===== src/rtl/wb_regfile_pkg.sv =====
`default_nettype none
// ============================================================================
// Module      : wb_regfile_pkg
// Description : Shared widths and writeback source encodings for the
//               writeback stage. The control unit and the EX forwarding path
//               import the same codes.
// Revision    : 1.0 - initial release
// ============================================================================
package wb_regfile_pkg;

    localparam int c_WORD_WIDTH     = 32;
    localparam int c_REG_SIZE       = 5;
    localparam int c_REG_SRC_LENGTH = 2;
    localparam logic [c_WORD_WIDTH-1:0] c_ZERO_WORD = '0;

    // Writeback source codes. Code 2'b11 is reserved and behaves as ALU.
    typedef enum logic [c_REG_SRC_LENGTH-1:0] {
        REG_SRC_ALU  = 2'b00,
        REG_SRC_MEM  = 2'b01,
        REG_SRC_LINK = 2'b10,
        REG_SRC_RSVD = 2'b11
    } reg_src_e;

endpackage : wb_regfile_pkg
`default_nettype wire


===== src/rtl/wb_mux.sv =====
`default_nettype none
// ============================================================================
// Module      : wb_mux
// Description : 4:1 writeback source select. Purely combinational; also
//               used by the EX forwarding path.
// Ports       : sel        - source select (reg_src_e encoding)
//               alu_out    - ALU result
//               read_data  - load data (already extended)
//               link_addr  - return address for link instructions
//               wb_data    - selected writeback value
// Revision    : 1.0 - initial release
// ============================================================================
module wb_mux
    import wb_regfile_pkg::*;
(
    input  logic [c_REG_SRC_LENGTH-1:0] sel,
    input  logic [c_WORD_WIDTH-1:0]     alu_out,
    input  logic [c_WORD_WIDTH-1:0]     read_data,
    input  logic [c_WORD_WIDTH-1:0]     link_addr,
    output logic [c_WORD_WIDTH-1:0]     wb_data
);

    always_comb begin
        wb_data = alu_out;
        case (reg_src_e'(sel))
            REG_SRC_ALU:  wb_data = alu_out;
            REG_SRC_MEM:  wb_data = read_data;
            REG_SRC_LINK: wb_data = link_addr;
            default:      wb_data = alu_out;  // reserved code
        endcase
    end

endmodule : wb_mux
`default_nettype wire


===== src/rtl/wb_regfile.sv =====
`default_nettype none
// ============================================================================
// Module      : wb_regfile
// Description : Writeback stage. Selects the writeback value, commits it to
//               the general-purpose register file and serves two decode read
//               ports with write-first bypass. Keeps a committed-write count.
// Ports       : clk, rst (async, active low)
//               Regfile_weW, regSrc_muxW, aluOutW, readDataW, linkAddrW,
//               writeRegAddrW   - MEM/WB fields
//               rsAddrD/rtAddrD - decode read addresses
//               rsDataD/rtDataD - decode read data (combinational)
//               wbDataW/wbValidW - writeback value/valid for forwarding
//               wbCount         - committed-write counter (wraps)
// Revision    : 1.0 - initial release
// ============================================================================
module wb_regfile
    import wb_regfile_pkg::*;
#(
    parameter int NUM_REGS  = 32,
    parameter int CNT_WIDTH = 32
) (
    input  logic                        clk,
    input  logic                        rst,
    input  logic                        Regfile_weW,
    input  logic [c_REG_SRC_LENGTH-1:0] regSrc_muxW,
    input  logic [c_WORD_WIDTH-1:0]     aluOutW,
    input  logic [c_WORD_WIDTH-1:0]     readDataW,
    input  logic [c_WORD_WIDTH-1:0]     linkAddrW,
    input  logic [c_REG_SIZE-1:0]       writeRegAddrW,
    input  logic [c_REG_SIZE-1:0]       rsAddrD,
    input  logic [c_REG_SIZE-1:0]       rtAddrD,
    output logic [c_WORD_WIDTH-1:0]     rsDataD,
    output logic [c_WORD_WIDTH-1:0]     rtDataD,
    output logic [c_WORD_WIDTH-1:0]     wbDataW,
    output logic                        wbValidW,
    output logic [CNT_WIDTH-1:0]        wbCount
);

    logic [c_WORD_WIDTH-1:0] regs_q [NUM_REGS];
    logic [c_WORD_WIDTH-1:0] regs_d [NUM_REGS];
    logic [CNT_WIDTH-1:0]    count_q;
    logic [CNT_WIDTH-1:0]    count_d;

    wb_mux u_wb_mux (
        .sel       (regSrc_muxW),
        .alu_out   (aluOutW),
        .read_data (readDataW),
        .link_addr (linkAddrW),
        .wb_data   (wbDataW)
    );

    // Register 0 is never a valid destination, so it is never written and
    // stays at its reset value of zero.
    assign wbValidW = Regfile_weW && (writeRegAddrW != '0);

    always_comb begin
        regs_d  = regs_q;
        count_d = count_q;
        if (wbValidW) begin
            regs_d[writeRegAddrW] = wbDataW;
            count_d               = count_q + CNT_WIDTH'(1);
        end
    end

    always_ff @(posedge clk or negedge rst) begin
        if (!rst) begin
            for (int i = 0; i < NUM_REGS; i++) begin
                regs_q[i] <= c_ZERO_WORD;
            end
            count_q <= '0;
        end else begin
            regs_q  <= regs_d;
            count_q <= count_d;
        end
    end

    // Read port: zero for r0 and while reset is held (bypass included),
    // otherwise write-first bypass ahead of the stored value.
    function automatic logic [c_WORD_WIDTH-1:0] read_port(
        input logic                    in_reset,
        input logic [c_REG_SIZE-1:0]   addr,
        input logic                    wr_valid,
        input logic [c_REG_SIZE-1:0]   wr_addr,
        input logic [c_WORD_WIDTH-1:0] wr_data,
        input logic [c_WORD_WIDTH-1:0] stored
    );
        logic [c_WORD_WIDTH-1:0] data;
        data = stored;
        if (in_reset || (addr == '0)) begin
            data = c_ZERO_WORD;
        end else if (wr_valid && (addr == wr_addr)) begin
            data = wr_data;
        end
        return data;
    endfunction

    always_comb begin
        rsDataD = read_port(!rst, rsAddrD, wbValidW, writeRegAddrW, wbDataW,
                            regs_q[rsAddrD]);
        rtDataD = read_port(!rst, rtAddrD, wbValidW, writeRegAddrW, wbDataW,
                            regs_q[rtAddrD]);
    end

    assign wbCount = count_q;

endmodule : wb_regfile
`default_nettype wire


===== config.mk =====
export PLATFORM = sky130hd
export DESIGN_NAME = wb_regfile
export DESIGN_NICKNAME = d
export VERILOG_FILES = /design/src/rtl/wb_regfile_pkg.sv /design/src/rtl/wb_mux.sv /design/src/rtl/wb_regfile.sv
export SDC_FILE = /design/constraint.sdc
export NUM_CORES = 2
export LEC_CHECK = 0
export CAP_MARGIN = 15
export CORE_MARGIN = 10
export CORE_UTILIZATION = 43
export CTS_CLUSTER_DIAMETER = 80
export DETAILED_ROUTE_END_ITERATION = 6
export DONT_BUFFER_PORTS = 1
export GPL_TIMING_DRIVEN = 0
export PLACE_DENSITY = 0.58
export SLEW_MARGIN = 40
export SYNTH_ARGS = -nofsm -noshare
export SYNTH_HDL_FRONTEND = slang
export SYNTH_SLANG_ARGS = --single-unit

===== constraint.sdc =====
create_clock -name clk -period 2.44 [get_ports clk]
set_input_delay 0.244 -clock clk [delete_from_list [all_inputs] [get_ports clk]]
set_output_delay 0.244 -clock clk [all_outputs]
set_load 0.1 [all_outputs]

==> After elaboration in Yosys (flattened, before gate mapping) <==
Cells that the tools add are included.
W data, S select, Z words.
{ "totals": {"register_bits": 1056, "input_bits": 116, "output_inout_bits": 129, "word_cells": 69} }
{ "classes": {"addsub": 1, "order_cmp": 4, "eq_ne": 4, "muxes": 14, "bitwise": 3, "n_reduce_logical": 10} }
{ "ops": {"columns": ["cell", "count"], "rows": [
  ["$bwmux W1024", 1],
  ["$bmux W32 S5", 2],
  ["$mux W32", 9],
  ["$demux W32 S5", 1],
  ["$pmux W32 S2", 1],
  ["$add A32 B1 Y32 const B", 1],
  ["$ge A6 B6 Y1 const B", 3],
  ["$not A5 Y6", 3],
  ["$eq A5 B5 Y1", 2],
  ["$logic_not A5 Y1", 2],
  ["$lt A6 B1 Y1 const B", 1],
  ["$reduce_bool A5 Y1", 1],
  ["$logic_and A1 B1 Y1", 4],
  ["$eq A2 B1 Y1 const B", 1],
  ["$eq A2 B2 Y1 const B", 1],
  ["$logic_or A1 B1 Y1", 2],
  ["$logic_not A1 Y1", 1]
]} }

==> Depth between registers and ports, before layout <==
{ "depth": {"ltp_word": 6, "depth_mapped": 9, "ltp_nobuf": 6} }

==> Modules after synthesis <==
A second synthesis with hierarchy kept.
{ "hier_totals": {"cells_unflattened": 3718, "area_unflattened_um2": 56077.5} }
{ "modules_own_cells": {"columns": ["module", "n_inst", "cells_per_inst", "area_each_um2"], "rows": [
  ["wb_regfile", 1, 3605, 55440.7],
  ["wb_mux", 1, 113, 636.9]
]} }

==> Worst setup path after synthesis <==
OpenSTA, ideal clock, no wires.
{ "synth_path": {"path_type": "input -> output", "start": "in regSrc_muxW[0]", "end": "out rsDataD[17]", "arrival_time_ns": 3.508, "required_ns": 2.196, "setup_slack_ns": -1.312, "path_stages": 7, "n_path_buf": 3, "path_cell_list": "inv_1 > ha_1 > buf_2 > buf_1 > a21oi_1 > clkbuf_1 > o21ai_0"} }
{ "synth_via": {"elab_chain_len": 4, "elab_cells_between_ends": 5} }
{ "synth_lines": {"columns": ["item", "line", "rtl"], "rows": [
  ["start: declaration", "wb_regfile.sv:25", "input logic [c_REG_SRC_LENGTH-1:0] regSrc_muxW,"],
  ["$eq A2 B2 Y1 or $eq A2 B1 Y1 (tied branches)", "wb_mux.sv:25", "case (reg_src_e'(sel))"],
  ["$pmux W32 S2 *", "wb_mux.sv:25", null],
  ["$mux W32 *", "wb_regfile.sv:91", "end else if (wr_valid && (addr == wr_addr)) begin"],
  ["$mux W32 *", "wb_regfile.sv:89", "if (in_reset || (addr == '0)) begin"],
  ["end: declaration", "wb_regfile.sv:32", "output logic [c_WORD_WIDTH-1:0] rsDataD,"]
]} }
Mark *: on every way between the ends. The rest lies on a longest branch, timed or not.

==> Worst setup path in the final report <==
{ "layout_path": {"start": "in rtAddrD[1]", "end": "out rtDataD[14]"} }
{ "layout_via": {"elab_chain_len": 6, "elab_cells_between_ends": 10} }
{ "layout_lines": {"columns": ["item", "line", "rtl"], "rows": [
  ["start: declaration", "wb_regfile.sv:31", "input logic [c_REG_SIZE-1:0] rtAddrD,"],
  ["$not A5 Y6 (not written as such)", "wb_regfile.sv:101", "regs_q[rtAddrD]);"],
  ["$bmux W32 S5", "wb_regfile.sv:101", null],
  ["$mux W32 (not written as such) (2 in series)", "wb_regfile.sv:101", null],
  ["$mux W32", "wb_regfile.sv:91", null],
  ["$mux W32 *", "wb_regfile.sv:89", null],
  ["end: declaration", "wb_regfile.sv:33", "output logic [c_WORD_WIDTH-1:0] rtDataD,"]
]} }
Mark *: on every way between the ends. The rest lies on a longest branch, timed or not. The select of a mux whose other input is x is not followed.

==> summary.md <==
| Metric | Value |
|---|---|
| Area growth syn-to-layout | 22.9% |
| Post-DP Area | slightly below 0.06 sq mm |
| Total number of vias | 44.9k |
| Crit-path max FO | 10 |
| Fin Hold WS | 0.0253 ns |
| Post-Place Cells | 6520 |
| Setup crit end kind | output pin |
| Die ar. | 0.141 sq mm |
| Clock latency on the worst-skew pair | 0.77 ns |
| XOR/XNOR Fraction of Synth Area | less than 1% |
| Slowest cell on the critical path | a22oi_2 |
| Cell area power density | roughly 840 mW/mm^2 |
| CTS H-Tree Depth | 3 |
| Drt first pass iters | 7 |
| Clk_skew | 0.00451 ns |
| # rows | 130 |
| Fillers | 11.0k |
| Hold/Removal Path Class | in2reg |
| Most common cell after layout, fill and taps aside | nand2_1 |
| Layout cells sized above 1 | 28.6% |
| FF+latch area | between 0.02 and 0.03 sq mm |
| Die Wd | roughly 380 um |
| Delay-heaviest family, CP | buffers and inverters |
| GP Congestion | between 0.9 and 1 |
| Detail Route Antenna Nets | 0 |
| CORE AREA | 0.126 sq mm |
| Post-synthesis compound-gate area fraction | between 10% and 20% |
| Reg2reg setup slack | 0.19 ns |
| CTS tree | yes |
| Synthesis-stage register bit count | about 1.1k |
| Mux cell area share after synthesis | between 20% and 30% |
| Reg clk slew, reported paths | about 0.060 ns |
| Post-Syn Instances | between 4k and 5k |
| Critical path class | in2out |
| DR DRC count | 1 |
| Startpoint types | input pin |
| Post-Syn Nets | between 4k and 5k |
| Total CTS buffers | approximately 120 |
| FF-to-FF path depth | 5 |
| Post-Synth Adder-Cell Area | less than 1% |
| Max Clk Rate | roughly 330 MHz |
| Critical path, cell by cell | buf_4 > buf_6 > buf_6 > clkbuf_4 > mux4_2 > a22oi_2 > a21o_1 > o221ai_4 |
| Worst path max stage delay | roughly 0.41 ns |
| Peak VDD IR | 0.591 mV |
| Worst path arrival time | around 2.8 ns |
| EDFF count, synth | 0 |
| Leakage | ~27 nW |
| Largest family of logic cells by synthesized area | multiplexers |
| Failing checks | design-rule violations, negative setup slack |
| Simple-gate area share of the yosys netlist | 8.86% |
| Register area share after synthesis | 48.7% |
| Status | finished, violations left |
| Critical path depth | 8 |
| Clock root buffer | clkbuf_16 |
| Ys async rst share | 100% |
| Worst-margin pin slew | between 1 and 1.5 ns |
| Unique cell type count in the Yosys netlist | 56 |
| Worst Path Buf+Inv | 4 |
| Crit path from | rtAddrD[1] |
| Final period util | 124% |
| Io pins | roughly 250 |
| Design Area, Final | between 0.06 and 0.07 sq mm |
| Setup violations, final | 64 |
| Synth area leaders | dfrtp_1 (49%), mux4_2 (22%), o21ai_0 (8.9%) |
| DRT iter0 DRCs | ~6k |
| Total grt overflow | 0 |
| CTS Buffer Depth | 3 |
| Worst setup path endpoint | rtDataD[14] |
| Final WS setup | -0.585 ns |
| Top cell type's share of synthesized area | roughly half |
| Worst r2r src | wbCount[9] |
| Vias in the first global route | 44.5k |
| Tmin final | slightly above 3 ns |
| Pre-CTS setup slack | -1.46 ns |
| Most frequent cells in the layout | nand2_1 (1068), dfrtp_1 (1022), o21ai_0 (936) |
| Slew HR | 30.7% |
| Hold Crit Start | linkAddrW[22] |
| RSZ-0062 raised after global routing | yes |
| First-pass GRT wire length | 326 mm |
| WL final | between 200 and 250 mm |
| Total power | around 56 mW |
| RR Endpoint | wbCount[31] |
| Dpl hpwl | between 150 and 200 mm |
| Non-filler cells, final | approximately 7k |
| Clk sink count | 1056 |
| Top FF cell, synth | dfrtp_1 |
| Largest net degree at the start of global routing | 141 |
| Crit-path most repeated cell | buf_6 |
| Syn avg cell area | ~11 sq um |
| Die H | 375 um |
| Initial antenna violation count | 20 |
| Max-slew violation count | 0 |
| Synth Cell Area | about 0.054 sq mm |
| Initial Util | between 40% and 50% |
| GRT Util Overall | 31.9% |
| Worst Path Required | between 2 and 2.5 ns |
| Dominant cell type by area after synthesis | dfrtp_1 |
| Hold Fails Final Rpt | 0 |
| Area of the multi-input gates | ~0.028 sq mm |
| Final nets | 5300 |
| Routed WL per cell | 33.0 um |
| Via-per-instance ratio | roughly 6.5 |
| Ys Warns | 0 |
| Port buffer count | 0 |
| Max-cap violations | 0 |
## how the worst min path moves through the flow
| stage | endpoint | depth (start not counted) |
|---|---|---|
| floorplan | regs_q[0] | 0 |
| global placement | wbCount[30] | 0 |
| detailed placement | wbCount[31] | 0 |
| CTS | regs_q[17] | 4 |
| global route | regs_q[959] | 4 |
| finish | regs_q[22] | 4 |
## worst reg2reg max path, delay by kind of cell, from the launching register on
family / cells / cell delay [ns]
flip-flops: 1 / 0.73
AND/OR/NAND/NOR: 4 / 1.23
XOR/XNOR: 1 / 0.17
## stage by stage
stage | utilization, % | TNS, ns
after floorplan | - | -4.75
after global placement | 45.2 | -1002.51
after detailed placement | 46.2 | -503.83
after CTS | 52.5 | -23.88
after global routing | 53.1 | -25.51
final | 53.1 | -24.58
## flip-flops by register name (all words and copies together) (netlist names)
register,flops
wbCount,32
regs_q,1024
## repair_timing
item	in CTS	in global routing
hold buffers	43	1
hold endpoints to repair	712	10
pin swaps	118	53
resized for setup	555	109
gates cloned	2	3
buffers inserted	112	37
setup endpoints to repair	117	93
## cell usage after synthesis, types with 4 or more instances
cell type     n
o221ai_2     25
dfrtp_1    1056
a21o_1       32
mux2_2       13
inv_1        41
mux2i_1      30
and3_1        8
nand2_1    1074
nor2b_1       5
o22ai_1     106
mux4_2      535
nor3_1        4
buf_6        15
xor2_1        9
o221ai_1      7
buf_1        14
nor4_1       22
buf_2        86
nand3_1      14
a21oi_1      47
xnor2_1      32
clkbuf_1    379
o21ai_1      58
a211oi_1      7
clkinv_1     25
a22oi_1      98
nor2_1       61
buf_4        29
o21ai_0     961
nand4_1       6
## kinds of logic (layout without fill, tap and decap cells)
group,Yosys count,in the layout
AO/OA/AOI/OAI,1356,1356
AND/OR/NAND/NOR,1219,1219
flip-flops,1056,1056
buffers and inverters,590,1027
multiplexers,578,578
XOR/XNOR,41,41
adder cells (fa/ha/maj),3,3
other,0,2
## layout make-up
class                   count  area share [%]
well taps                1650            3.09
multi-input cells        3197            41.7
clock inverters            53           0.956
repair buffers            226            4.17
clock buffers             163            5.04
diodes                      2         0.00750
plain buffers             519            4.77
inverters                  66           0.570
flip-flops and latches   1056            39.7
## routing by layer
metal | wire, um | track usage [%]
met5 | 169 | 0.652
met3 | 32700 | 13.7
met2 | 99700 | 46.8
met4 | 10600 | 13.6
met1 | 85800 | 41.1
## report_power, final
part           internal (mW)  total, mW  switching (mW)
logic                   5.70       13.8            8.14
registers               20.4       23.3            2.84
clock network           10.8       18.7            7.86
total                   37.0       55.8            18.8
(Power assumes the default switching activity.)
